File: config.mk
export PLATFORM = sky130hd
export DESIGN_NAME = change_return_sequencer
export DESIGN_NICKNAME = d
export VERILOG_FILES = /design/src/rtl/change_return_sequencer.sv
export SDC_FILE = /design/constraint.sdc
export NUM_CORES = 1
export LEC_CHECK = 0
export CAP_MARGIN = 5
export CORE_UTILIZATION = 30
export CTS_CLUSTER_DIAMETER = 100
export DETAILED_ROUTE_END_ITERATION = 8
export GPL_ROUTABILITY_DRIVEN = 1
export HOLD_SLACK_MARGIN = 0.1
export SLEW_MARGIN = 25
export SYNTH_ARGS = -nofsm -noshare
export SYNTH_HDL_FRONTEND = slang
export SYNTH_SLANG_ARGS = --single-unit
export TNS_END_PERCENT = 5
File: constraint.sdc
create_clock -name clk -period 6.2 [get_ports clk]
set_input_delay 1.24 -clock clk [delete_from_list [all_inputs] [get_ports clk]]
set_output_delay 1.24 -clock clk [all_outputs]
set_load 0.005 [all_outputs]
File: src/rtl/change_return_sequencer.sv
// Change return sequencer: pays an owed amount greedily, largest coin first,
// one coin per valid/ready handshake, while tracking per-coin stock.
module change_return_sequencer #(
  parameter int NUM_COINS = 3,
  parameter int COIN_VAL0 = 100,
  parameter int COIN_VAL1 = 500,
  parameter int COIN_VAL2 = 1000,
  parameter int STOCK_W   = 8
) (
  input  logic                         clk,
  input  logic                         reset_n,
  input  logic                         i_start,
  input  logic [31:0]                  i_amount,
  input  logic                         i_stock_load,
  input  logic [NUM_COINS*STOCK_W-1:0] i_stock_data,
  input  logic                         i_coin_ready,
  output logic                         o_coin_valid,
  output logic [NUM_COINS-1:0]         o_return_coin,
  output logic [31:0]                  o_remaining,
  output logic [NUM_COINS*STOCK_W-1:0] o_stock,
  output logic                         o_busy,
  output logic                         o_done,
  output logic                         o_short
);

  localparam int IDX_W = (NUM_COINS > 1) ? $clog2(NUM_COINS) : 1;

  typedef enum logic [1:0] {
    IDLE,
    SELECT,
    DISPENSE,
    DONE
  } state_t;

  state_t                       state;
  state_t                       state_nxt;
  logic [31:0]                  remaining;
  logic [NUM_COINS*STOCK_W-1:0] stock;
  logic [NUM_COINS-1:0]         coin_sel;
  logic [IDX_W-1:0]             coin_idx;
  logic                         short_flag;
  logic                         pick_found;
  logic [IDX_W-1:0]             pick_idx;

  function automatic logic [31:0] coin_val(input int k);
    case (k)
      0:       return 32'(COIN_VAL0);
      1:       return 32'(COIN_VAL1);
      default: return 32'(COIN_VAL2);
    endcase
  endfunction

  // Ascending scan, so the last match is the largest affordable coin in stock.
  always_comb begin
    pick_found = 1'b0;
    pick_idx   = '0;
    for (int k = 0; k < NUM_COINS; k++) begin
      if ((coin_val(k) <= remaining) && (stock[k*STOCK_W +: STOCK_W] != '0)) begin
        pick_found = 1'b1;
        pick_idx   = IDX_W'(k);
      end
    end
  end

  always_ff @(posedge clk or negedge reset_n) begin
    if (!reset_n) begin
      state <= IDLE;
    end else begin
      state <= state_nxt;
    end
  end

  always_comb begin
    state_nxt    = state;
    o_coin_valid = 1'b0;
    o_busy       = 1'b1;
    o_done       = 1'b0;
    case (state)
      IDLE: begin
        o_busy = 1'b0;
        if (i_start) begin
          state_nxt = (i_amount == 32'd0) ? DONE : SELECT;
        end
      end
      SELECT: begin
        state_nxt = pick_found ? DISPENSE : DONE;
      end
      DISPENSE: begin
        o_coin_valid = 1'b1;
        if (i_coin_ready) begin
          state_nxt = SELECT;
        end
      end
      DONE: begin
        o_done    = 1'b1;
        state_nxt = IDLE;
      end
      default: begin
        state_nxt = IDLE;
      end
    endcase
  end

  // A start in IDLE wins over a stock load in the same cycle; the load is lost.
  always_ff @(posedge clk or negedge reset_n) begin
    if (!reset_n) begin
      remaining  <= '0;
      stock      <= '0;
      coin_sel   <= '0;
      coin_idx   <= '0;
      short_flag <= 1'b0;
    end else begin
      case (state)
        IDLE: begin
          if (i_start) begin
            remaining  <= i_amount;
            short_flag <= 1'b0;
          end else if (i_stock_load) begin
            stock <= i_stock_data;
          end
        end
        SELECT: begin
          if (pick_found) begin
            coin_sel <= NUM_COINS'(1) << pick_idx;
            coin_idx <= pick_idx;
          end else begin
            short_flag <= (remaining != 32'd0);
          end
        end
        DISPENSE: begin
          if (i_coin_ready) begin
            remaining <= remaining - coin_val(int'(coin_idx));
            stock[int'(coin_idx)*STOCK_W +: STOCK_W] <=
              stock[int'(coin_idx)*STOCK_W +: STOCK_W] - STOCK_W'(1);
            coin_sel <= '0;
          end
        end
        default: begin
        end
      endcase
    end
  end

  assign o_return_coin = coin_sel;
  assign o_remaining   = remaining;
  assign o_stock       = stock;
  assign o_short       = short_flag;

endmodule
==> summary.md <==
| Metric | Value |
|---|---|
| Row cnt | 43 |
| Hpwl dp | 10.9 mm |
| Commonest non-fill, non-tap cell in the layout | clkdlybuf4s50_1 |
| Fmax | 266 MHz |
| Worst clock skew | 6.98 ps |
| Die Y | 121 um |
| Met2 usage | 33.6% |
| Unrepaired setup endpoints after global routing | false |
| Fin. Hold Viols | 0 |
| Power Density | 520 mW/mm2 |
| Initial antenna violation count | 0 |
| Reg clk slew, reported paths | 60 ps |
| Top_reg_cell synth | dfrtp_1 |
| CP Data Arrival Time | 3950 ps |
| CTS buffer count | 9 |
| Leak | 2.31 nW |
| Largest net degree at the start of global routing | 67 |
| CP delay by family, top | compound AO/OA/AOI/OAI gates |
| Multiplexer area fraction after synthesis | 2.11% |
| ANT nets after route | 0 |
| Global route hottest layer | met2 |
| I/O Buffers | 123 |
| Core area | 0.0139 mm2 |
| GRT Util Overall | 21.4% |
| H-tree level count | 3 |
| Sink Count | 64 |
| Clk buf depth | 2 |
| Post-synthesis net count | 582 |
| Mapped Area | 0.00426 mm2 |
| Outcome | complete, no violations |
| Adder-Cell Fraction of Synth Area | 3.70% |
| Worst slew pin tran | 1030 ps |
| Slew headroom | 31.0% |
| Post-cts resize count | 0 |
| WP buf/inv | 1 |
| Clk_lat worst skew | 340 ps |
| Top Ports | 124 |
| Post-Syn Instances | 509 |
| Total Wirelength | 15.0 mm |
| Final period util | 60.6% |
| Grt met1 use | 28.4% |
| Via Count | 4,560 |
| Xor/xnor share of the synthesized area | 1.64% |
| DRT Pass-1 Iters | 5 |
| Levels on crit path | 11 |
| M3 GR Usage | 4.28% |
| CTS tree | yes |
| Global-route wire length before repair | 24.2 mm |
| Cell count of the worst hold path | 2 |
| Die W | 121 um |
| Vias in the first global route | 4,557 |
| Worst hold path class | flop to flop |
| Setup WS pre-CTS | 2510 ps |
| #FFs+latches synth | 64 |
| Max_cap viols | 0 |
| Compound-cell area share of the yosys netlist | 25.6% |
| Final min period | 3760 ps |
| Fin. max-slew vios | 0 |
| Fin worst setup slack | 2440 ps |
| Netlist cell types | 58 |
| Vias/cell | 5.66 |
| Antenna cells | 0 |
| Root Buffer | clkbuf_16 |
| Post-CTS setup buffers | 0 |
| Power Total | 3.11 mW |
| Setup TNS Final | 0 ps |
| Area occupied by multi-input gates | 0.00249 mm2 |
| Register area | 0.00160 mm2 |
| GP Congestion | 0.861 |
| Peak VDD IR | 0.176 mV |
| Most frequent cells in the layout | clkdlybuf4s50_1, dfrtp_1, nor2_1 |
| Reg2reg path depth | 11 |
| Starting Density | 30.7% |
| Sequential area share after synthesis | 37.6% |
| Drc violations | 0 |
| Iter 0 DRT Violations | 407 |
| Worst path max stage delay | 750 ps |
| Hold buffers post-CTS | 0 |
| Nets@finish | 693 |
| Slowest cell on the critical path | dfrtp_1 |
| Layout cells sized above 1 | 6.08% |
| Startpoint Class | flop |
| Layout fillers | 1,394 |
| Syn. warnings | 0 |
| Wire per inst | 18.7 um |
| Grt ovf | 0 |
| Synth Area per Inst | 8.37 um2 |
| Crit Path Max Fanout | 13 |
| Synth async-reset ratio | 100% |
| Synthesized-area fraction occupied by and/or/nand/nor cells | 25.0% |
| Post-synth EDFFs | 0 |
| Synthesis-to-finish area growth | 40.1% |
| Nature of the critical path endpoint | flop |
| Worst path cell trace | inv_1 > ha_1 > or2_2 > ha_1 > fa_1 > nand2b_1 > a211oi_1 > nor3b_2 > a31o_2 > a21oi_1 > a21oi_1 |
| Die ar. | 0.0147 mm2 |
| Largest family of logic cells by synthesized area | compound AO/OA/AOI/OAI gates |
| Crit Path Class | flop to flop |
| Final setup viols | 0 |
| Critical Path RT | 6390 ps |
## path summary, 6_finish.rpt
path / from / end / slack (ps)
worst max-delay path: coin_idx[1] / o_remaining[26] / 2440
worst min-delay path: o_remaining[1] / o_remaining[1] / 510
worst max register to register: coin_idx[1] / o_remaining[26] / 2440
worst min register to register: o_remaining[1] / o_remaining[1] / 510
max in group asynchronous: reset_n / o_remaining[14] / 4520
min in group asynchronous: reset_n / o_remaining[20] / 1070
## routing by layer
layer	routed length, um	up-vias	share of wire, %
met5	0	-	0
met4	416	0	2.8
met3	1020	30	6.8
met2	7150	174	48
met1	6430	2217	43
li1	-	2139	-
## cell families (layout without fill, tap and decap cells)
kind of cell | count (synthesis) | after routing
simple gates | 203 | 203
compound gates | 167 | 167
flops | 64 | 64
buf+inv | 46 | 162
fa+ha+maj | 12 | 12
mux | 9 | 9
xor+xnor | 8 | 8
## stage by stage
step	std cells	utilization, %	hold WS, ps	cell area, um2
3_5_place_dp	789	40.7	498	5650
4_1_cts	805	43.0	514	5970
5_1_grt	805	43.0	552	5970
6_report	805	43.0	511	5970
2_1_floorplan	509	-	483	4260
3_3_place_gp	789	40.6	508	5640
## final cells by class
class | count | share of cell area (%)
inverter | 18 | 1.13
multi-input combinational | 399 | 41.8
clock buffer | 14 | 4.76
tap | 180 | 3.77
sequential | 64 | 26.8
clock inverter | 2 | 0.587
timing repair buffer | 128 | 21.2
## state kept, by name (all words and copies together) (netlist names)
register       cells
o_short            1
o_stock           24
coin_idx           2
state              2
o_remaining       32
o_return_coin      3
## tightest hold or removal path, stage by stage, from the launching register on
cell and delay, ps:
dfrtp_1 360, nand2_1 60, nand2_1 60
## synth_stat cells, drive strengths merged, types with 12 or more instances
| cell type | n | area share, % |
|---|---|---|
| a21oi | 46 | 5.4 |
| inv | 17 | 1.5 |
| nor2 | 52 | 4.8 |
| nor2b | 12 | 1.8 |
| a22oi | 13 | 2.3 |
| nand3 | 20 | 2.6 |
| clkbuf | 20 | 1.8 |
| nand2 | 47 | 4.1 |
| dfrtp | 64 | 38 |
| nor4 | 15 | 2.6 |
| or4 | 16 | 3.0 |
| o21ai | 31 | 3.6 |
## power breakdown
group | switching [mW] | internal [mW]
clock | 0.192 | 0.355
combinational | 0.845 | 0.789
sequential | 0.309 | 0.616
total | 1.35 | 1.76
(Power assumes the default switching activity.)
